### config.mk
export PLATFORM = sky130hd
export DESIGN_NAME = dmem_arbiter
export DESIGN_NICKNAME = d
export VERILOG_FILES = /design/src/rtl/dmem_arbiter.sv
export SDC_FILE = /design/constraint.sdc
export NUM_CORES = 1
export LEC_CHECK = 0
export ABC_AREA = 1
export CAP_MARGIN = 20
export CORE_AREA = 8 8 115 117
export DETAILED_ROUTE_END_ITERATION = 6
export DIE_AREA = 0 0 123 125
export PLACE_DENSITY_LB_ADDON = 0.2
export SLEW_MARGIN = 40
export SYNTH_ARGS = -nofsm -noshare
export SYNTH_HDL_FRONTEND = slang
export SYNTH_SLANG_ARGS = --single-unit
export TNS_END_PERCENT = 50
### constraint.sdc
create_clock -name i_clk -period 3.5 [get_ports i_clk]
set_input_delay 0.7 -clock i_clk [delete_from_list [all_inputs] [get_ports i_clk]]
set_output_delay 0.7 -clock i_clk [all_outputs]
set_load 0.01 [all_outputs]
### src/rtl/dmem_arbiter.sv
// Two-requester data-memory arbiter.
// Owns a single memory port and hands it to one requester per transaction,
// alternating priority between requesters that complete. A per-transaction
// watchdog terminates a stuck memory access with a bus-error pulse.
//
// state | meaning
// ------+----------------------------------------------------------------
// IDLE  | arbitration cycle; memory port quiet, grant chosen for next BUSY
// BUSY  | granted requester drives memory; waits for data_ready/timeout

`ifndef XLEN
`define XLEN 32
`endif

module dmem_arbiter #(
  parameter int XLEN    = `XLEN,
  parameter int TIMEOUT = 255
) (
  input  logic            i_clk,
  input  logic            i_rst,

  input  logic [XLEN-1:0] i_p0_addr,
  input  logic [XLEN-1:0] i_p0_wd,
  input  logic [3:0]      i_p0_byte_en,
  input  logic            i_p0_wen,
  input  logic            i_p0_rd,

  input  logic [XLEN-1:0] i_p1_addr,
  input  logic [XLEN-1:0] i_p1_wd,
  input  logic [3:0]      i_p1_byte_en,
  input  logic            i_p1_wen,
  input  logic            i_p1_rd,

  output logic            o_p0_ready,
  output logic [XLEN-1:0] o_p0_rdata,
  output logic            o_p1_ready,
  output logic [XLEN-1:0] o_p1_rdata,

  output logic [XLEN-1:0] o_DM_Addr,
  output logic [XLEN-1:0] o_DM_Wd,
  output logic [3:0]      o_DM_byte_en,
  output logic            o_DM_Wen,
  output logic            o_DM_MemRead,

  input  logic            i_DM_data_ready,
  input  logic [XLEN-1:0] i_DM_ReadData,

  output logic            o_grant,
  output logic            o_busy,
  output logic            o_bus_err
);

  localparam int              CW       = $clog2(TIMEOUT + 1);
  localparam logic [CW-1:0]   CNT_LAST = CW'(TIMEOUT - 1);

  typedef enum logic {
    IDLE = 1'b0,
    BUSY = 1'b1
  } state_t;

  state_t          state_q, state_d;
  logic            prio_q,  prio_d;
  logic            grant_q, grant_d;
  logic [CW-1:0]   cnt_q,   cnt_d;

  logic            req0, req1, req_g;
  logic [XLEN-1:0] g_addr, g_wd;
  logic [3:0]      g_byte_en;
  logic            g_wen, g_rd;

  // done: memory completed this cycle; tmo: watchdog fired this cycle
  logic            done, tmo;

  assign req0 = i_p0_wen | i_p0_rd;
  assign req1 = i_p1_wen | i_p1_rd;

  // Select the request fields of the current owner.
  always_comb begin
    req_g     = req0;
    g_addr    = i_p0_addr;
    g_wd      = i_p0_wd;
    g_byte_en = i_p0_byte_en;
    g_wen     = i_p0_wen;
    g_rd      = i_p0_rd;
    if (grant_q) begin
      req_g     = req1;
      g_addr    = i_p1_addr;
      g_wd      = i_p1_wd;
      g_byte_en = i_p1_byte_en;
      g_wen     = i_p1_wen;
      g_rd      = i_p1_rd;
    end
  end

  // Next-state, grant/priority update, watchdog and memory-side drive.
  always_comb begin
    state_d      = state_q;
    prio_d       = prio_q;
    grant_d      = grant_q;
    cnt_d        = cnt_q;
    done         = 1'b0;
    tmo          = 1'b0;
    o_DM_Addr    = '0;
    o_DM_Wd      = '0;
    o_DM_byte_en = '0;
    o_DM_Wen     = 1'b0;
    o_DM_MemRead = 1'b0;

    case (state_q)
      IDLE: begin
        // data_ready is deliberately ignored here; memory sees nothing
        // until the cycle after arbitration.
        if (req0 | req1) begin
          state_d = BUSY;
          cnt_d   = '0;
          if (req0 & req1) grant_d = prio_q;
          else             grant_d = req1;
        end
      end

      BUSY: begin
        o_DM_Addr    = g_addr;
        o_DM_Wd      = g_wd;
        o_DM_byte_en = g_byte_en;
        o_DM_Wen     = g_wen;
        o_DM_MemRead = g_rd;

        if (!req_g) begin
          // Requester withdrew: drop the transaction silently, keep priority.
          state_d = IDLE;
        end else if (i_DM_data_ready) begin
          // Completion wins over a coincident timeout.
          done    = 1'b1;
          state_d = IDLE;
          prio_d  = ~grant_q;
        end else if (cnt_q == CNT_LAST) begin
          tmo          = 1'b1;
          o_DM_Wen     = 1'b0;
          o_DM_MemRead = 1'b0;
          state_d      = IDLE;
          prio_d       = ~grant_q;
        end else begin
          // Only increments below the terminal value, so it cannot wrap.
          cnt_d = cnt_q + CW'(1);
        end
      end

      default: state_d = IDLE;
    endcase
  end

  // Requester responses; a reset cycle never reports completion.
  always_comb begin
    o_p0_ready = (done | tmo) & ~grant_q & ~i_rst;
    o_p1_ready = (done | tmo) &  grant_q & ~i_rst;
    o_p0_rdata = (tmo & ~grant_q) ? '0 : i_DM_ReadData;
    o_p1_rdata = (tmo &  grant_q) ? '0 : i_DM_ReadData;
    o_bus_err  = tmo & ~i_rst;
    o_grant    = grant_q;
    o_busy     = (state_q == BUSY);
  end

  // State, grant, priority and watchdog registers with synchronous reset.
  always_ff @(posedge i_clk) begin
    if (i_rst) begin
      state_q <= IDLE;
      prio_q  <= 1'b0;
      grant_q <= 1'b0;
      cnt_q   <= '0;
    end else begin
      state_q <= state_d;
      prio_q  <= prio_d;
      grant_q <= grant_d;
      cnt_q   <= cnt_d;
    end
  end

endmodule
# Yosys cells after proc, flatten, opt, wreduce, memory -nomap -nowiden
# Cells that the tools add are included.
dict set report op_classes {
  n_eq_ne 5
  addsub 1
  bitwise 15
  n_reduce_logical 4
  muxes 39
}
# cell n
set ops {}
lappend ops {{$mux 32} 6}
lappend ops {{$mux 8} 4}
lappend ops {{$mux 1} 25}
lappend ops {{$pmux 8 s2} 1}
lappend ops {{$add 8x1->8 const B} 1}
lappend ops {{$and 1x1->1} 8}
lappend ops {{$eq 8x8->1 const B} 1}
lappend ops {{$mux 4} 2}
lappend ops {{$ne 2x2->1 const B} 3}
lappend ops {{$or 1x1->1} 4}
lappend ops {{$reduce_and 4->1} 1}
lappend ops {{$not 1->1} 3}
lappend ops {{$reduce_and 3->1} 1}
lappend ops {{$ne 2x1->1 const B} 1}
lappend ops {{$pmux 1 s2} 1}
lappend ops {{$reduce_and 2->1} 1}
lappend ops {{$reduce_bool 2->1} 1}
dict set report word_totals {
  regBits 11
  output_inout_bits 139
  elab_cells 68
  in_bits 175
}

# Longest topological paths before layout
dict set report depth {
  word_depth 8
  depth_mapped 11
  mapped_depth_nobuf 11
}

# Worst setup path before layout
# Ideal clock, no wire load.
dict set report synth_timing {
  kind {in2out}
  startpoint {input i_p1_rd}
  endpoint {output o_p0_rdata[10]}
  arrival_time_ps 1621
  t_required_ps 2800
  path_buffers 1
  path_slack_ps 1179
  path_stages 8
  cell_sequence {nor2_1 -> nand2_1 -> nand2_1 -> nor3_4 -> nand2_4 -> nor2_8 -> buf_6 -> nor2_1}
}
dict set report synth_between {
  elab_chain_len 6
}
# element line_no
set synth_rtl {}
lappend synth_rtl {{start: declaration} 32} ;# input logic i_p1_rd,
lappend synth_rtl {{$or 1x1->1} 75} ;# assign req1 = i_p1_wen | i_p1_rd;
lappend synth_rtl {{$mux 1} 85} ;# if (grant_q) begin
lappend synth_rtl {{$mux 1} 128} ;# if (!req_g) begin
lappend synth_rtl {{$mux 1} 109} ;# case (state_q)
lappend synth_rtl {{$and 1x1->1} 156} ;# o_p0_rdata = (tmo & ~grant_q) ? '0 : i_DM_ReadData;
lappend synth_rtl {{$mux 32} 156}
lappend synth_rtl {{end: declaration} 35} ;# output logic [XLEN-1:0] o_p0_rdata,
# Every way passes these cells.

# Worst setup path after layout
dict set report layout_timing {
  startpoint {input i_p0_rd}
  endpoint {output o_p1_rdata[4]}
}
dict set report layout_between {
  elab_chain_len 6
}
# element line_no
set layout_rtl {}
lappend layout_rtl {{start: declaration} 26} ;# input logic i_p0_rd,
lappend layout_rtl {{$or 1x1->1} 74} ;# assign req0 = i_p0_wen | i_p0_rd;
lappend layout_rtl {{$mux 1} 85}
lappend layout_rtl {{$mux 1} 128}
lappend layout_rtl {{$mux 1} 109}
lappend layout_rtl {{$and 1x1->1} 157} ;# o_p1_rdata = (tmo & grant_q) ? '0 : i_DM_ReadData;
lappend layout_rtl {{$mux 32} 157}
lappend layout_rtl {{end: declaration} 37} ;# output logic [XLEN-1:0] o_p1_rdata,
# Every way passes these cells.

==> impl_metrics.json <==
{
  "avgViaCountPerCell": 4.38,
  "critPathCaptureType": "primary output",
  "regToRegSetupSlack_ps": 1920,
  "async_flop_share_pct": 0,
  "crit_top_cell": "clkdlybuf4s50_1",
  "fin_nets": 926,
  "n_antenna_cell": 0,
  "die_h_um": 125,
  "pre_cts_ws_ps": 1.85,
  "grt_max_degree": 44,
  "clock_latency_ps": 240,
  "routed_wl_mm": 15.5,
  "worstMarginPinSlew_ps": 435,
  "grt_pass1_wl_mm": 21.7,
  "row_count": 40,
  "synth-seq-cells": 11,
  "slew_headroom_pct": 71.0,
  "status": "completed",
  "skew_ps": 1.83,
  "p_leak_nw": 2.35,
  "drtIter0Drc": 194,
  "r2r_start": "o_grant$_SDFFE_PP0P_",
  "gp_congestion": 0.816,
  "initial_core_util_pct": 18.4,
  "yosys.area.top_type": "nor2_1",
  "dp_cells": 885,
  "crit_path_start_kind": "input pin",
  "ys_seq_area_share_pct": 10.3,
  "routed-via-count": 3920,
  "grt_pass1_vias": 3720,
  "dpl.hpwl_mm": 12.7,
  "maxSlewViolCount": 0,
  "syn_avg_cell_area_um2": 4.79,
  "holdBufCountCts": 0,
  "cts_tree": "done",
  "crit_type": "input pin to primary output",
  "crit_required_ps": 2800,
  "grt_usage_pct": 17.8,
  "antenna_found_initial": 0,
  "period_share_pct": 97.8,
  "final_area_um2": 5530,
  "port_buffers": 313,
  "synth_area_leaders": "nor2_1 (38%), o21ai_0 (17%), dfxtp_1 (10%)",
  "fp.coreArea_um2": 11600,
  "dieArea_um2": 15400,
  "synth_cell_types": 26,
  "io_pins": 314,
  "synth_top_area_share_pct": 38.1,
  "fmax_ghz": 0.292,
  "finalSetupViolations": 0,
  "layout_commonest_cell": "clkdlybuf4s50_1",
  "drtPass1Iterations": 5,
  "critPathMaxStageDelay_ps": 510,
  "root_buffer": "clkbuf_16",
  "cp_max_fo": 16,
  "slowest_stage": "clkdlybuf4s50_1",
  "synth_flop_cell": "dfxtp_1",
  "synth-edff-count": 0,
  "layout_common_cells": "clkdlybuf4s50_1 (310), nor2_1 (215), o21ai_0 (71)",
  "overflow": 0,
  "synth_fp_nets": 623,
  "ys.warnings.count": 0,
  "worstPathArrival_ps": 2720,
  "cts_buffers": 3,
  "drc": 0,
  "worstPathCellList": "clkdlybuf4s50_1 -> nor2_2 -> nand2_1 -> nand2_2 -> nor3_4 -> nand2_4 -> nor2_8 -> nor2_1 -> clkdlybuf4s50_1",
  "cts_sinks": 11,
  "drtAntennaViolNets": 0,
  "drv_cap": 0,
  "hold_violations": 0,
  "placed_area_um2": 5370,
  "final_cells": 895,
  "setup_ws_ps": 78.4,
  "vdd_drop_max_uv": 198,
  "path_clk_slew_ps": 40,
  "cp-startpoint": "i_p0_rd",
  "cellPowerDensity_nw_per_um2": 183,
  "hold_path.class": "flop to flop",
  "wl_per_cell_um": 17.3,
  "area_delta_synth_final_pct": 159,
  "syn_inst": 446,
  "hold_start": "cnt_q[7]$_SDFFE_PP0P_",
  "die_x_um": 123,
  "htreeDepth": 1,
  "final.min_clock_period_ps": 3420,
  "netlist_area_um2": 2140,
  "clk_path_buf_depth": 2,
  "layout-drive-gt1-share_pct": 4.28
}
layer usage:
layer  global-route usage, %  part of all wire (%)  wire length [um]
met5                       0                     0                 0
met4                    2.27                  0.94               145
met3                    4.37                   8.9              1380
met2                    35.5                    53              8280
met1                    18.1                    37              5670
registers in the layout, summed over array words and instances (netlist names):
name	cells
cnt_q	8
o_busy	1
o_grant	1
prio_q	1
stage by stage:
stage | utilization [%] | hold slack, ps | total power [mW] | setup TNS [ps]
floorplan | - | 436 | 0.349 | 0
global placement | 46.2 | 447 | 0.800 | 0
detailed placement | 46.2 | 455 | 0.804 | 0
CTS | 46.9 | 462 | 1.02 | -6.90
global route | 47.6 | 489 | 1.07 | -98.3
finish | 47.6 | 457 | 1.01 | 0
repair_timing:
action	CTS	global route
endpoints found under the setup margin	4	61
resized for setup	3	3
setup buffers	0	3
hold endpoints to repair	0	0
cloned	0	3
pin swaps	0	4
where the power goes:
| part | switching (mW) | internal, mW |
|---|---|---|
| clock network | 0.0578 | 0.153 |
| registers | 0.00848 | 0.131 |
| logic | 0.267 | 0.394 |
layout make-up:
type,count,area [um^2]
fillers,1202,6080
well taps,147,184
clock buffers,4,78.8
multi-input cells,365,1640
repair buffers,325,3240
inverters,43,161
flip-flops and latches,11,223
cell usage after synthesis (2+ instances only):
cell	n
a21oi_1	9
buf_6	6
clkbuf_1	22
dfxtp_1	11
ha_1	2
inv_1	42
mux2i_1	2
nand2_1	33
nand2_2	2
nand3_1	9
nor2_1	217
nor2_8	2
nor3_1	6
o21ai_0	71
final timing paths:
check,endpoint,cells past startpoint
setup / recovery,o_p1_rdata[4],9
hold / removal,cnt_q[7]$_SDFFE_PP0P_,2
setup reg to reg,cnt_q[5]$_SDFFE_PP0P_,7
hold reg to reg,cnt_q[7]$_SDFFE_PP0P_,2
cell families (layout without fill, tap and decap cells):
kind of cell | Yosys count | count (layout) | share of synthesized area [%]
flip-flops | 11 | 11 | 10.3
multiplexers | 2 | 2 | 0.937
buffers and inverters | 73 | 372 | 15.0
XOR/XNOR | 2 | 2 | 0.820
adder cells (fa/ha/maj) | 2 | 2 | 1.17
AND/OR/NAND/NOR | 275 | 278 | 52.7
AO/OA/AOI/OAI | 81 | 81 | 19.1
worst max-delay path: cells and delay by family:
| family | cells | cell delay, ps |
|---|---|---|
| AND/OR/NAND/NOR | 7 | 990 |
| buffers and inverters | 2 | 1020 |
Note: power is estimated with default switching activity, not from simulation.
